**config.mk**
```make
export PLATFORM = sky130hd
export DESIGN_NAME = stream_calc_q_flat
export DESIGN_NICKNAME = d
export VERILOG_FILES = /design/src/rtl/stream_calc_q_pkg.sv /design/src/rtl/stream_calc_q_if.sv /design/src/rtl/stream_calc_q_divider.sv /design/src/rtl/stream_calc_q.sv /design/src/flat_wrapper.sv
export SDC_FILE = /design/constraint.sdc
export NUM_CORES = 1
export LEC_CHECK = 0
export ABC_AREA = 1
export BUFFER_PORTS_ARGS = -buffer_cell sky130_fd_sc_hd__buf_4
export CAP_MARGIN = 25
export CORE_ASPECT_RATIO = 1.2
export CORE_MARGIN = 3
export CORE_UTILIZATION = 45
export DETAILED_ROUTE_END_ITERATION = 10
export PLACE_DENSITY = 0.71
export SLEW_MARGIN = 20
export SYNTH_ARGS = -nofsm -noshare
export SYNTH_HDL_FRONTEND = slang
export SYNTH_SLANG_ARGS = --single-unit
```
**constraint.sdc**
```tcl
create_clock -name clk -period 6.1 [get_ports clk]
set_input_delay 0.305 -clock clk [delete_from_list [all_inputs] [get_ports clk]]
set_output_delay 0.305 -clock clk [all_outputs]
set_load 0.01 [all_outputs]
```
**src/rtl/stream_calc_q_pkg.sv**
```systemverilog
// stream_calc_pkg: opcodes, error codes, FSM state type and count-width helper
// shared by the stream calculator, its interface and the testbench.
// Optional build macro used elsewhere: STREAMCALC_SAT_EN (saturating ADD/SUB/MUL).
package stream_calc_pkg;

    localparam logic [2:0] OP_ADD  = 3'd0;
    localparam logic [2:0] OP_SUB  = 3'd1;
    localparam logic [2:0] OP_MUL  = 3'd2;
    localparam logic [2:0] OP_DIV  = 3'd3;
    localparam logic [2:0] OP_FRAC = 3'd4;
    localparam logic [2:0] OP_PUSH = 3'd5;
    localparam logic [2:0] OP_POP  = 3'd6;
    localparam logic [2:0] OP_BAD  = 3'd7;

    localparam logic [1:0] ERR_OP    = 2'd0;
    localparam logic [1:0] ERR_EMPTY = 2'd1;
    localparam logic [1:0] ERR_FULL  = 2'd2;
    localparam logic [1:0] ERR_DIV0  = 2'd3;

    // DIV2 is the remainder (fraction) pass, only entered by FRAC.
    typedef enum logic [1:0] {
        IDLE = 2'd0,
        DIV1 = 2'd1,
        DIV2 = 2'd2
    } state_t;

    // Occupancy needs to represent 0..DEPTH inclusive.
    function automatic int count_width(input int depth);
        return $clog2(depth) + 1;
    endfunction

endpackage

```
**src/rtl/stream_calc_q_if.sv**
```systemverilog
// Stream calculator bus: command side (apply/op/in) and result/status side.
// Handshake: an op is taken on a rising edge when apply=1, busy=0 and err=0;
// otherwise apply has no effect. out_valid pulses for one cycle when out updates.
// state mirrors the control FSM for observation only.
interface stream_calc_q_if #(
    parameter int W     = 8,
    parameter int DEPTH = 8
) ();
    import stream_calc_pkg::*;

    localparam int CW = count_width(DEPTH);

    logic          apply;
    logic [2:0]    op;
    logic [W-1:0]  in;
    logic [W-1:0]  out;
    logic          out_valid;
    logic          busy;
    logic [CW-1:0] count;
    logic          empty;
    logic          full;
    logic          err;
    logic [1:0]    err_code;
    state_t        state;

    modport master (
        output apply, op, in,
        input  out, out_valid, busy, count, empty, full, err, err_code, state
    );

    modport slave (
        input  apply, op, in,
        output out, out_valid, busy, count, empty, full, err, err_code, state
    );

endinterface

```
**src/rtl/stream_calc_q_divider.sv**
```systemverilog
// sc_divider: W-bit restoring divider, one quotient bit per cycle.
// rem_init seeds the partial remainder so a second pass with dividend=0
// produces the binary fraction of a previous remainder. done, quotient and
// remainder are presented during the final iteration cycle, so a caller can
// commit the result on the same edge that finishes the division.
module sc_divider #(
    parameter int W = 8
) (
    input  logic         clk,
    input  logic         rst,
    input  logic         start,
    input  logic [W-1:0] dividend,
    input  logic [W-1:0] divisor,
    input  logic [W-1:0] rem_init,
    output logic         done,
    output logic [W-1:0] quotient,
    output logic [W-1:0] remainder
);

    localparam int NW = $clog2(W) + 1;

    logic [W-1:0]  dq;
    logic [W-1:0]  rem;
    logic [W-1:0]  dvs;
    logic [NW-1:0] cnt;
    logic          running;

    logic [W:0]    shifted;
    logic          ge;
    logic [W-1:0]  rem_nx;
    logic [W-1:0]  dq_nx;

    // One restoring step: shift in next dividend bit, subtract if it fits.
    always_comb begin
        shifted = {rem, dq[W-1]};
        ge      = (shifted >= {1'b0, dvs});
        rem_nx  = ge ? W'(shifted - {1'b0, dvs}) : shifted[W-1:0];
        dq_nx   = {dq[W-2:0], ge};
    end

    assign done      = running && (cnt == NW'(W - 1));
    assign quotient  = dq_nx;
    assign remainder = rem_nx;

    // Iteration registers; start always wins so a pass can chain into the next.
    always_ff @(posedge clk or negedge rst) begin
        if (!rst) begin
            dq      <= '0;
            rem     <= '0;
            dvs     <= '0;
            cnt     <= '0;
            running <= 1'b0;
        end else if (start) begin
            dq      <= dividend;
            rem     <= rem_init;
            dvs     <= divisor;
            cnt     <= '0;
            running <= 1'b1;
        end else if (running) begin
            dq  <= dq_nx;
            rem <= rem_nx;
            cnt <= cnt + NW'(1);
            if (done) running <= 1'b0;
        end
    end

endmodule

```
**src/rtl/stream_calc_q.sv**
```systemverilog
// stream_calc_q: FIFO operand queue with a one-op-per-cycle calculator and an
// iterative divider. Binary ops consume head (a) and next (b), append result.
// Build macro STREAMCALC_SAT_EN makes ADD/SUB/MUL saturate instead of wrap.
module stream_calc_q
    import stream_calc_pkg::*;
#(
    parameter int W     = 8,
    parameter int DEPTH = 8
) (
    input logic             clk,
    input logic             rst,
    stream_calc_q_if.slave  bus
);

    localparam int AW = $clog2(DEPTH);
    localparam int CW = count_width(DEPTH);

    logic [W-1:0]  mem [DEPTH];
    logic [AW-1:0] head;
    logic [AW-1:0] tail;
    logic [CW-1:0] cnt;
    state_t        state;
    logic          is_frac;
    logic [W-1:0]  dvs_q;
    logic [W-1:0]  out_q;
    logic          out_valid_q;
    logic          busy_q;
    logic          err_q;
    logic [1:0]    err_code_q;

    logic [W-1:0]  a;
    logic [W-1:0]  b;
    logic          accept;
    logic          bad;
    logic [1:0]    code;
    logic [W-1:0]  alu_res;

    logic          div_start;
    logic          div_done;
    logic [W-1:0]  div_quo;
    logic [W-1:0]  div_rem;
    logic [W-1:0]  div_dividend;
    logic [W-1:0]  div_divisor;
    logic [W-1:0]  div_rem_init;

    assign a      = mem[head];
    assign b      = mem[head + AW'(1)];
    assign accept = bus.apply && !busy_q && !err_q;

    // Error classification of the presented op, first match wins.
    always_comb begin
        bad  = 1'b0;
        code = ERR_OP;
        if (bus.op == OP_BAD) begin
            bad = 1'b1; code = ERR_OP;
        end else if (bus.op == OP_POP && cnt == '0) begin
            bad = 1'b1; code = ERR_EMPTY;
        end else if (bus.op <= OP_FRAC && cnt < CW'(2)) begin
            bad = 1'b1; code = ERR_EMPTY;
        end else if (bus.op == OP_PUSH && cnt == CW'(DEPTH)) begin
            bad = 1'b1; code = ERR_FULL;
        end else if ((bus.op == OP_DIV || bus.op == OP_FRAC) && b == '0) begin
            bad = 1'b1; code = ERR_DIV0;
        end
    end

`ifdef STREAMCALC_SAT_EN
    logic [W:0]     sum_w;
    logic [W:0]     diff_w;
    logic [2*W-1:0] prod_w;

    // Saturating single-cycle arithmetic: overflow clamps high, borrow clamps to 0.
    always_comb begin
        sum_w   = {1'b0, a} + {1'b0, b};
        diff_w  = {1'b0, a} - {1'b0, b};
        prod_w  = {{W{1'b0}}, a} * {{W{1'b0}}, b};
        alu_res = '0;
        case (bus.op)
            OP_ADD:  alu_res = sum_w[W] ? '1 : sum_w[W-1:0];
            OP_SUB:  alu_res = diff_w[W] ? '0 : diff_w[W-1:0];
            OP_MUL:  alu_res = (|prod_w[2*W-1:W]) ? '1 : prod_w[W-1:0];
            default: alu_res = '0;
        endcase
    end
`else
    // Wrapping single-cycle arithmetic, modulo 2^W.
    always_comb begin
        alu_res = '0;
        case (bus.op)
            OP_ADD:  alu_res = a + b;
            OP_SUB:  alu_res = a - b;
            OP_MUL:  alu_res = W'(a * b);
            default: alu_res = '0;
        endcase
    end
`endif

    // Divider launch: from IDLE on an accepted DIV/FRAC, or chained into the
    // fraction pass with the first pass's remainder and the saved divisor.
    always_comb begin
        div_start    = (accept && !bad && (bus.op == OP_DIV || bus.op == OP_FRAC)) ||
                       (state == DIV1 && is_frac && div_done);
        div_dividend = (state == IDLE) ? a  : '0;
        div_divisor  = (state == IDLE) ? b  : dvs_q;
        div_rem_init = (state == IDLE) ? '0 : div_rem;
    end

    sc_divider #(.W(W)) u_div (
        .clk       (clk),
        .rst       (rst),
        .start     (div_start),
        .dividend  (div_dividend),
        .divisor   (div_divisor),
        .rem_init  (div_rem_init),
        .done      (div_done),
        .quotient  (div_quo),
        .remainder (div_rem)
    );

    // Control FSM plus queue, pointers, occupancy and status registers.
    always_ff @(posedge clk or negedge rst) begin
        if (!rst) begin
            for (int i = 0; i < DEPTH; i++) mem[i] <= '0;
            head        <= '0;
            tail        <= '0;
            cnt         <= '0;
            state       <= IDLE;
            is_frac     <= 1'b0;
            dvs_q       <= '0;
            out_q       <= '0;
            out_valid_q <= 1'b0;
            busy_q      <= 1'b0;
            err_q       <= 1'b0;
            err_code_q  <= ERR_OP;
        end else begin
            out_valid_q <= 1'b0;
            case (state)
                IDLE: begin
                    if (accept) begin
                        if (bad) begin
                            err_q      <= 1'b1;
                            err_code_q <= code;
                        end else begin
                            case (bus.op)
                                OP_ADD, OP_SUB, OP_MUL: begin
                                    mem[tail] <= alu_res;
                                    head      <= head + AW'(2);
                                    tail      <= tail + AW'(1);
                                    cnt       <= cnt - CW'(1);
                                end
                                OP_DIV, OP_FRAC: begin
                                    head    <= head + AW'(2);
                                    cnt     <= cnt - CW'(2);
                                    dvs_q   <= b;
                                    is_frac <= (bus.op == OP_FRAC);
                                    busy_q  <= 1'b1;
                                    state   <= DIV1;
                                end
                                OP_PUSH: begin
                                    mem[tail] <= bus.in;
                                    tail      <= tail + AW'(1);
                                    cnt       <= cnt + CW'(1);
                                end
                                OP_POP: begin
                                    out_q       <= a;
                                    out_valid_q <= 1'b1;
                                    head        <= head + AW'(1);
                                    cnt         <= cnt - CW'(1);
                                end
                                default: ;
                            endcase
                        end
                    end
                end
                DIV1: begin
                    if (div_done) begin
                        if (is_frac) begin
                            state <= DIV2;
                        end else begin
                            mem[tail] <= div_quo;
                            tail      <= tail + AW'(1);
                            cnt       <= cnt + CW'(1);
                            busy_q    <= 1'b0;
                            state     <= IDLE;
                        end
                    end
                end
                DIV2: begin
                    if (div_done) begin
                        mem[tail] <= div_quo;
                        tail      <= tail + AW'(1);
                        cnt       <= cnt + CW'(1);
                        busy_q    <= 1'b0;
                        state     <= IDLE;
                    end
                end
                default: state <= IDLE;
            endcase
        end
    end

    assign bus.out       = out_q;
    assign bus.out_valid = out_valid_q;
    assign bus.busy      = busy_q;
    assign bus.count     = cnt;
    assign bus.empty     = (cnt == '0);
    assign bus.full      = (cnt == CW'(DEPTH));
    assign bus.err       = err_q;
    assign bus.err_code  = err_code_q;
    assign bus.state     = state;

endmodule

```
**src/flat_wrapper.sv**
```systemverilog
// flat-port wrapper written by rule: the top's interface ports become plain ports
module stream_calc_q_flat import stream_calc_pkg::*;
#(
    parameter int W     = 8,
    parameter int DEPTH = 8
)
  (clk, rst, bus_apply, bus_op, bus_in, bus_out, bus_out_valid, bus_busy, bus_count, bus_empty, bus_full, bus_err, bus_err_code, bus_state);
  stream_calc_q_if #(.W(W), .DEPTH(DEPTH)) bus_i ();
  input logic clk;
  input logic rst;
  input wire logic [$bits(bus_i.apply)-1:0] bus_apply;
  input wire logic [$bits(bus_i.op)-1:0] bus_op;
  input wire logic [$bits(bus_i.in)-1:0] bus_in;
  output wire logic [$bits(bus_i.out)-1:0] bus_out;
  output wire logic [$bits(bus_i.out_valid)-1:0] bus_out_valid;
  output wire logic [$bits(bus_i.busy)-1:0] bus_busy;
  output wire logic [$bits(bus_i.count)-1:0] bus_count;
  output wire logic [$bits(bus_i.empty)-1:0] bus_empty;
  output wire logic [$bits(bus_i.full)-1:0] bus_full;
  output wire logic [$bits(bus_i.err)-1:0] bus_err;
  output wire logic [$bits(bus_i.err_code)-1:0] bus_err_code;
  output wire logic [$bits(bus_i.state)-1:0] bus_state;
  assign bus_i.apply = bus_apply;
  assign bus_i.op = bus_op;
  assign bus_i.in = bus_in;
  assign bus_out = bus_i.out;
  assign bus_out_valid = bus_i.out_valid;
  assign bus_busy = bus_i.busy;
  assign bus_count = bus_i.count;
  assign bus_empty = bus_i.empty;
  assign bus_full = bus_i.full;
  assign bus_err = bus_i.err;
  assign bus_err_code = bus_i.err_code;
  assign bus_state = bus_i.state;
  stream_calc_q #(.W(W), .DEPTH(DEPTH)) u_core (.clk(clk), .rst(rst), .bus(bus_i));
endmodule
```
==> reports/summary.txt, run 1 <==
# fillers -> 2056
Routing usage on met1 -> 31.6%
CTS Buffer Depth -> 2
All-Layer GR Usage -> 24.2%
Hold Slack -> 202 ps
Final Hold Viols -> 0
Antenna Cells -> 0
Pre-CTS setup slack -> 307 ps
Synth Register Bits -> 127
Max rail drop VDD -> 206 uV
Seq. cell area -> 3180 um^2
Antenna violations before repair -> 0
Async set-reset flop share out of synthesis -> 100%
Worst-Margin Slew -> 1030 ps
Fin nets -> 1436
Biggest fanout along the worst timing path -> 19
Grt ovf -> 0
Clock Tree Root -> clkbuf_16
Die area -> 23300 um^2
I/O Buffers -> 34
Met2 Usage GRT -> 40.3%
F_max -> 175 MHz
Antenna Nets Post-Route -> 0
Fin Setup TNS -> 0 ps
CTS H-tree lvls -> 4
Total Wirelength -> 28.0 mm
WP data required -> 6450 ps
Critical path's most frequent cell -> nand2_1
CTS tree -> yes
Final period util -> 93.6%
Critical Path End Type -> flip-flop
Fraction of layout cells with a size suffix above 1 -> 11.1%
Setup Skew -> 10.2 ps
# setup viols final -> 0
MaxCap Viol Count -> 0
P&R area growth vs syn -> 10.7%
CTS buffer count -> 17
Seq/Total Area, Yosys -> 32.9%
Pwr/cell area -> 213 nW/um^2
Post-synth top flop -> dfrtp_1
GP Congestion -> 0.911
# rows -> 58
Syn_area_per_cell -> 7.21 um^2
Area occupied by multi-input gates -> 5420 um^2
RSZ-0062 raised after global routing -> false
Sink Count -> 127
# DRC -> 0
Non-Filler Instances -> 1646
Hold crit path type -> in -> reg
Vias -> 9047
Busiest grt layer -> met2
CP arrival -> 6060 ps
Final Core Density -> 50.9%
Synth Instances -> 1341
Post-synth EDFFs -> 0
Dpl hpwl -> 20.2 mm
Later-pin clock latency in the skew report -> 430 ps
Vias in the first global route -> 8614
Starting density of the core -> 46.0%
Syn Nets -> 1414
CP max-delay cell -> fa_1
Met3 Usage GRT -> 3.27%
Yosys cell types -> 55
Crit path largest cell delay -> 540 ps
Clock slew at reported path FFs -> 60 ps
First-pass iteration count of the detailed router -> 7
First-pass GRT wire length -> 45.4 mm
Num ports -> 35
Status -> complete, no violations
Synth Cell Area -> 9670 um^2
Crit Path Class -> reg -> reg
Drt initial violations -> 790
Leakage Power -> 0.00529 uW
Final WS setup -> 390 ps
Largest net degree at the start of global routing -> 77
Die width -> 140 um
Crit start category -> flip-flop
Slew Viols, Final -> 0
Vias per Instance -> 5.50
Die Y -> 167 um
Slew HR -> 31.3%
Core Footprint -> 21000 um^2
Dpl cells -> 1607
Synth warn -> 0
Fin crit period -> 5710 ps
WL per Instance -> 17.0 um
## Yosys cell counts, types with 2 or more instances
| cell | count | share of area, % |
|---|---|---|
| nor2_1 | 104 | 4.0 |
| or2_2 | 4 | 0.26 |
| nor3_1 | 18 | 0.93 |
| buf_6 | 10 | 1.2 |
| o31ai_1 | 2 | 0.16 |
| ha_1 | 45 | 5.8 |
| clkinv_1 | 2 | 0.078 |
| o21a_1 | 7 | 0.54 |
| buf_2 | 18 | 0.93 |
| xor2_1 | 18 | 1.6 |
| a21oi_1 | 51 | 2.6 |
| fa_1 | 14 | 2.9 |
| a31oi_1 | 6 | 0.39 |
| o211ai_1 | 17 | 1.3 |
| o22ai_1 | 14 | 0.91 |
| nand2_2 | 10 | 0.65 |
| o21ai_2 | 3 | 0.27 |
| a21oi_2 | 16 | 1.4 |
| nand2_4 | 4 | 0.47 |
| o21ai_0 | 85 | 4.4 |
| nor2_2 | 2 | 0.13 |
| a22oi_1 | 11 | 0.85 |
| buf_1 | 7 | 0.27 |
| nand3_1 | 64 | 3.3 |
| nand4_4 | 8 | 1.8 |
| buf_4 | 4 | 0.31 |
| dfrtp_1 | 127 | 33 |
| o21ai_1 | 43 | 2.2 |
| nand4_1 | 3 | 0.19 |
| inv_1 | 198 | 7.7 |
| nand3b_1 | 5 | 0.39 |
| clkbuf_1 | 10 | 0.39 |
| a32oi_1 | 16 | 1.4 |
| xnor2_1 | 5 | 0.45 |
| nand2_1 | 364 | 14 |
| inv_2 | 7 | 0.27 |
## cells by family after synthesis
logic type	after synthesis	share of synthesized area [%]
simple gates	593	27.3
compound gates	279	17.5
buf+inv	257	11.2
flops	127	32.9
fa+ha+maj	59	8.72
xor+xnor	24	2.25
mux	2	0.220
## final timing paths
kind / startpoint / endpoint / slack (ps) / cells after the start
min in group asynchronous: rst / u_core.mem[17] / 480 / 2
max reg2reg: u_core.head[1] / u_core.mem[31] / 390 / 31
min reg2reg: u_core.mem[25] / u_core.mem[25] / 490 / 2
max: u_core.head[1] / u_core.mem[31] / 390 / 31
max in group asynchronous: rst / u_core.u_div.dvs[5] / 4450 / 3
min: bus_op[2] / u_core.is_frac / 200 / 3
## state kept, by name, indices dropped and copies added (netlist names)
name	cells
u_core.bus.err_code	2
u_core.u_div.cnt	4
u_core.is_frac	1
u_core.bus.out_valid	1
u_core.head	3
u_core.bus.state	2
u_core.bus.err	1
u_core.mem	64
u_core.bus.count	4
u_core.tail	3
u_core.dvs_q	8
u_core.bus.out	8
u_core.u_div.rem	8
u_core.u_div.running	1
u_core.u_div.dvs	8
u_core.u_div.dq	8
u_core.bus.busy	1
## power breakdown
group / leakage [uW] / internal [uW] / total (uW) / switching (uW)
Combinational: 0.00351 / 132 / 424 / 292
Sequential: 0.00151 / 847 / 851 / 3.57
Clock: 0.000268 / 580 / 1010 / 427
Total: 0.00529 / 1560 / 2280 / 722
## worst max-delay path, delay by kind of cell, from the launching register on
| kind | cells | cell delay, ps |
|---|---|---|
| fa+ha+maj | 5 | 2190 |
| xor+xnor | 1 | 150 |
| compound gates | 5 | 860 |
| buf+inv | 7 | 820 |
| flops | 1 | 360 |
| simple gates | 13 | 1220 |
## timing repair
item                                   CTS  global route
buffers inserted                         0             5
endpoints found under the hold margin   75             0
setup endpoints to repair                0             8
gates resized for setup                  0             6
hold buffers                             1             0
## metal layers
metal,vias to the layer above,wire (um)
met4,0,1070
li1,4389,-
met1,4245,11800
met2,344,13500
met5,-,0
met3,69,1650
## area by class of cell
class                      instances  area share (%)
clock buffer                      19            4.14
multi-input combinational        957            50.7
inverter                         208            7.39
timing repair buffer              52            3.74
tap                              270            3.16
sequential                       127            29.7
clock inverter                    13            1.22
## cells in the final DEF (no fill, tap or decap), types with 3 or more instances in the layout
master / synthesis / routed
xor2_1: 18 / 17
a21oi_1: 51 / 50
buf_4: 4 / 49
nand4_4: 8 / 8
o22ai_1: 14 / 14
o21a_1: 7 / 7
nand2_1: 364 / 364
o21ai_2: 3 / 3
inv_6: 0 / 6
o211ai_1: 17 / 17
nand3_1: 64 / 64
nand3b_1: 5 / 5
ha_1: 45 / 45
o21ai_0: 85 / 85
xnor2_1: 5 / 5
o21ai_1: 43 / 43
clkinvlp_4: 0 / 6
inv_2: 7 / 9
or2_2: 4 / 4
a31oi_1: 6 / 6
a21oi_2: 16 / 17
a32oi_1: 16 / 16
fa_1: 14 / 14
nand4_1: 3 / 3
nor3_1: 18 / 18
inv_1: 198 / 194
nand2_4: 4 / 4
nor2_1: 104 / 104
nand2_2: 10 / 10
clkbuf_16: 0 / 17
a22oi_1: 11 / 11
dfrtp_1: 127 / 126
## stage by stage
stage / total power, uW / cell area (um^2)
global route: 2380 / 10700
detailed placement: 1270 / 10100
global placement: 1270 / 10100
floorplan: 1150 / 9670
CTS: 2290 / 10600
finish: 2280 / 10700
Power figures use the tool's default switching activity.
==> run 2: changes to the inputs <==
--- a/config.mk
+++ b/config.mk
@@ -9,7 +9,7 @@
 export BUFFER_PORTS_ARGS = -buffer_cell sky130_fd_sc_hd__buf_4
 export CAP_MARGIN = 25
 export CORE_ASPECT_RATIO = 1.2
-export CORE_MARGIN = 3
+export CORE_MARGIN = 2
 export CORE_UTILIZATION = 45
 export DETAILED_ROUTE_END_ITERATION = 10
 export PLACE_DENSITY = 0.71
==> reports/summary.txt, run 2 (synthesized netlist as in run 1, its figures left out) <==
Vias per Instance -> 5.48 (-0.32%)
Commonest non-fill, non-tap cell in the layout -> nand2_1
Buf+Inv Stages, Crit Path -> 6 (-1)
Status -> complete, no violations
Die width -> 138 um (-1.4%)
CTS Buffer Depth -> 2 (unchanged)
R2R cell count -> 30 (-3.2%)
CTS H-tree lvls -> 4 (unchanged)
Setup Skew -> 7.45 ps (-2.76 ps)
Final Hold Viols -> 0 (unchanged)
Max rail drop VDD -> 178 uV (-14%)
Pwr/cell area -> 213 nW/um^2 (about the same)
Reg2reg setup slack -> 420 ps (+30 ps)
Crit Path Class -> reg -> reg
CTS buffer count -> 17 (unchanged)
Clock Tree Root -> clkbuf_16
Final period util -> 93.2% (-0.43 points)
Grt ovf -> 0 (unchanged)
CTS tree -> yes
Crit Reg-Reg Endpoint -> u_core.mem[15]
Vias -> 9007 (-0.44%)
Net switching power figure -> 730 uW (+1.1%)
Fin nets -> 1434 (-0.14%)
All-Layer GR Usage -> 25.7% (+1.5 points)
# DRC -> 0 (unchanged)
WP data required -> 6450 ps (about the same)
Critical path's most frequent cell -> nand2_1
Die area -> 22700 um^2 (-2.6%)
Leakage Power -> 0.00529 uW (about the same)
Commonest cells after routing, fill and taps aside -> nand2_1, inv_1, dfrtp_1
Largest net degree at the start of global routing -> 70 (-9.1%)
Crit start category -> flip-flop
I/O Buffers -> 34 (unchanged)
Fin Setup TNS -> 0 ps (unchanged)
# fillers -> 2044 (-0.58%)
Core Footprint -> 21000 um^2 (unchanged)
Hold endpoint -> u_core.is_frac
RSZ-0062 raised after global routing -> false
First-pass iteration count of the detailed router -> 6 (-1)
Crit path largest cell delay -> 540 ps (about the same)
Die Y -> 165 um (-1.2%)
Clock share of power -> 44.5% (+0.4 points)
Antenna Nets Post-Route -> 0 (unchanged)
WL per Instance -> 17.1 um (+0.59%)
# rows -> 58 (unchanged)
F_max -> 176 MHz (+0.46%)
GP Congestion -> 0.970 (+6.4%)
Biggest fanout along the worst timing path -> 10 (-9)
Slew HR -> 33.6% (+2.3 points)
Later-pin clock latency in the skew report -> 430 ps (about the same)
Fin crit period -> 5680 ps (-26.0 ps)
CP max-delay cell -> fa_1
Worst-Margin Slew -> 992 ps (-33.7 ps)
Worst R2R Start -> u_core.head[0]
Worst Hold Launch -> bus_op[2]
Sw frac -> 32.0% (+0.39 points)
P&R area growth vs syn -> 10.5%
Pwr Total -> 2280 uW (about the same)
Critical path's top delay family -> adder cells
MaxCap Viol Count -> 0 (unchanged)
Num ports -> 35 (unchanged)
Largest Register -> u_core.mem
Vias in the first global route -> 8562 (-0.60%)
Sequential share of power -> 37.4% (about the same)
Drt initial violations -> 841 (+6.5%)
Gate power share -> 18.1% (-0.5 points)
Total Wirelength -> 28.1 mm (+0.46%)
Hold Crit Depth -> 3 (unchanged)
Sink Count -> 127 (unchanged)
Starting density of the core -> 46.0% (unchanged)
Antenna Cells -> 0 (unchanged)
Dpl hpwl -> 20.3 mm (+0.54%)
First-pass GRT wire length -> 44.9 mm (-1.2%)
CP arrival -> 6040 ps (-20 ps)
Clock slew at reported path FFs -> 60 ps (about the same)
Max reg flops -> 64 (unchanged)
# setup viols final -> 0 (unchanged)
Hold crit path type -> in -> reg
Fraction of layout cells with a size suffix above 1 -> 10.9% (-0.20 points)
P_int -> 1550 uW (-0.64%)
Antenna violations before repair -> 1 (+1)
Critical Path End Type -> flip-flop
Slew Viols, Final -> 0 (unchanged)
run 2: changes by cell type in the layout (fill, tap and decap cells not counted), sizes merged:
cell and delta:
buf -2, clkinvlp -1, inv +3, clkbuf -2
run 2: worst register-to-register path: cells and delay by family, from the launching register on:
family / cells / cell delay [ps]
DFF: 1 / 430
AOI/OAI and AO/OA: 4 / 490
and+or+nand+nor: 13 / 1210
xor gates and xnor gates: 1 / 150
buffers and inverters: 6 / 570
adders and majority gates: 6 / 2750
run 2: stage by stage:
| step | cells | utilization (%) | hold slack (ps) | area (um^2) | worst slack [ps] |
|---|---|---|---|---|---|
| after floorplan | 1341 | - | 9.41 | 9670 | 1010 |
| after CTS | 1641 | 50.6 | 201 | 10700 | 369 |
| after global routing | 1644 | 50.8 | 226 | 10700 | 11.6 |
| after detailed placement | 1608 | 47.8 | 321 | 10100 | 392 |
| after global placement | 1607 | 47.8 | 307 | 10100 | 524 |
| final | 1644 | 50.8 | 216 | 10700 | 416 |
run 2: area by class of cell:
type	instances	area, um^2	share of cell area (%)
Multi-Input combinational cell	957	5420	50.7
Sequential cell	127	3180	29.7
Inverter	208	787	7.36
Clock buffer	17	425	3.98
Timing Repair Buffer	50	385	3.61
Tap cell	270	338	3.16
Clock inverter	15	149	1.39
run 2: what timing repair did:
| action | in CTS | in global routing |
|---|---|---|
| hold endpoints to repair | 58 | 0 |
| resized for setup | 0 | 3 |
| buffers inserted | 0 | 3 |
| hold buffers | 1 | 0 |
| endpoints found under the setup margin | 0 | 8 |
run 2: layer usage:
metal / GRT usage [%] / part of all wire [%] / vias to the layer above
li1: - / - / 4380
met1: 32.6 / 42 / 4191
met2: 42.0 / 47 / 362
met3: 4.82 / 6.7 / 74
met4: 12.8 / 4.6 / 0
met5: 0 / 0 / -
run 2: how the worst max path moves through the flow:
stage / from / endpoint / slack (ps) / cells after the start
global placement: u_core.head[0] / u_core.mem[55] / 520 / 30
detailed placement: u_core.head[0] / u_core.mem[15] / 390 / 30
finish: u_core.head[0] / u_core.mem[15] / 420 / 30
floorplan: u_core.head[0] / u_core.mem[15] / 1010 / 31
global route: u_core.head[0] / u_core.mem[15] / 10 / 30
CTS: u_core.head[0] / u_core.mem[15] / 370 / 30
run 2: power by group through the flow:
stage / Sequential (uW) / Combinational (uW) / Clock, uW
after floorplan: 866 / 282 / 0
after global placement: 867 / 397 / 0
after detailed placement: 867 / 402 / 0
after CTS: 851 / 405 / 1020
after global routing: 852 / 468 / 1060
final: 852 / 414 / 1010
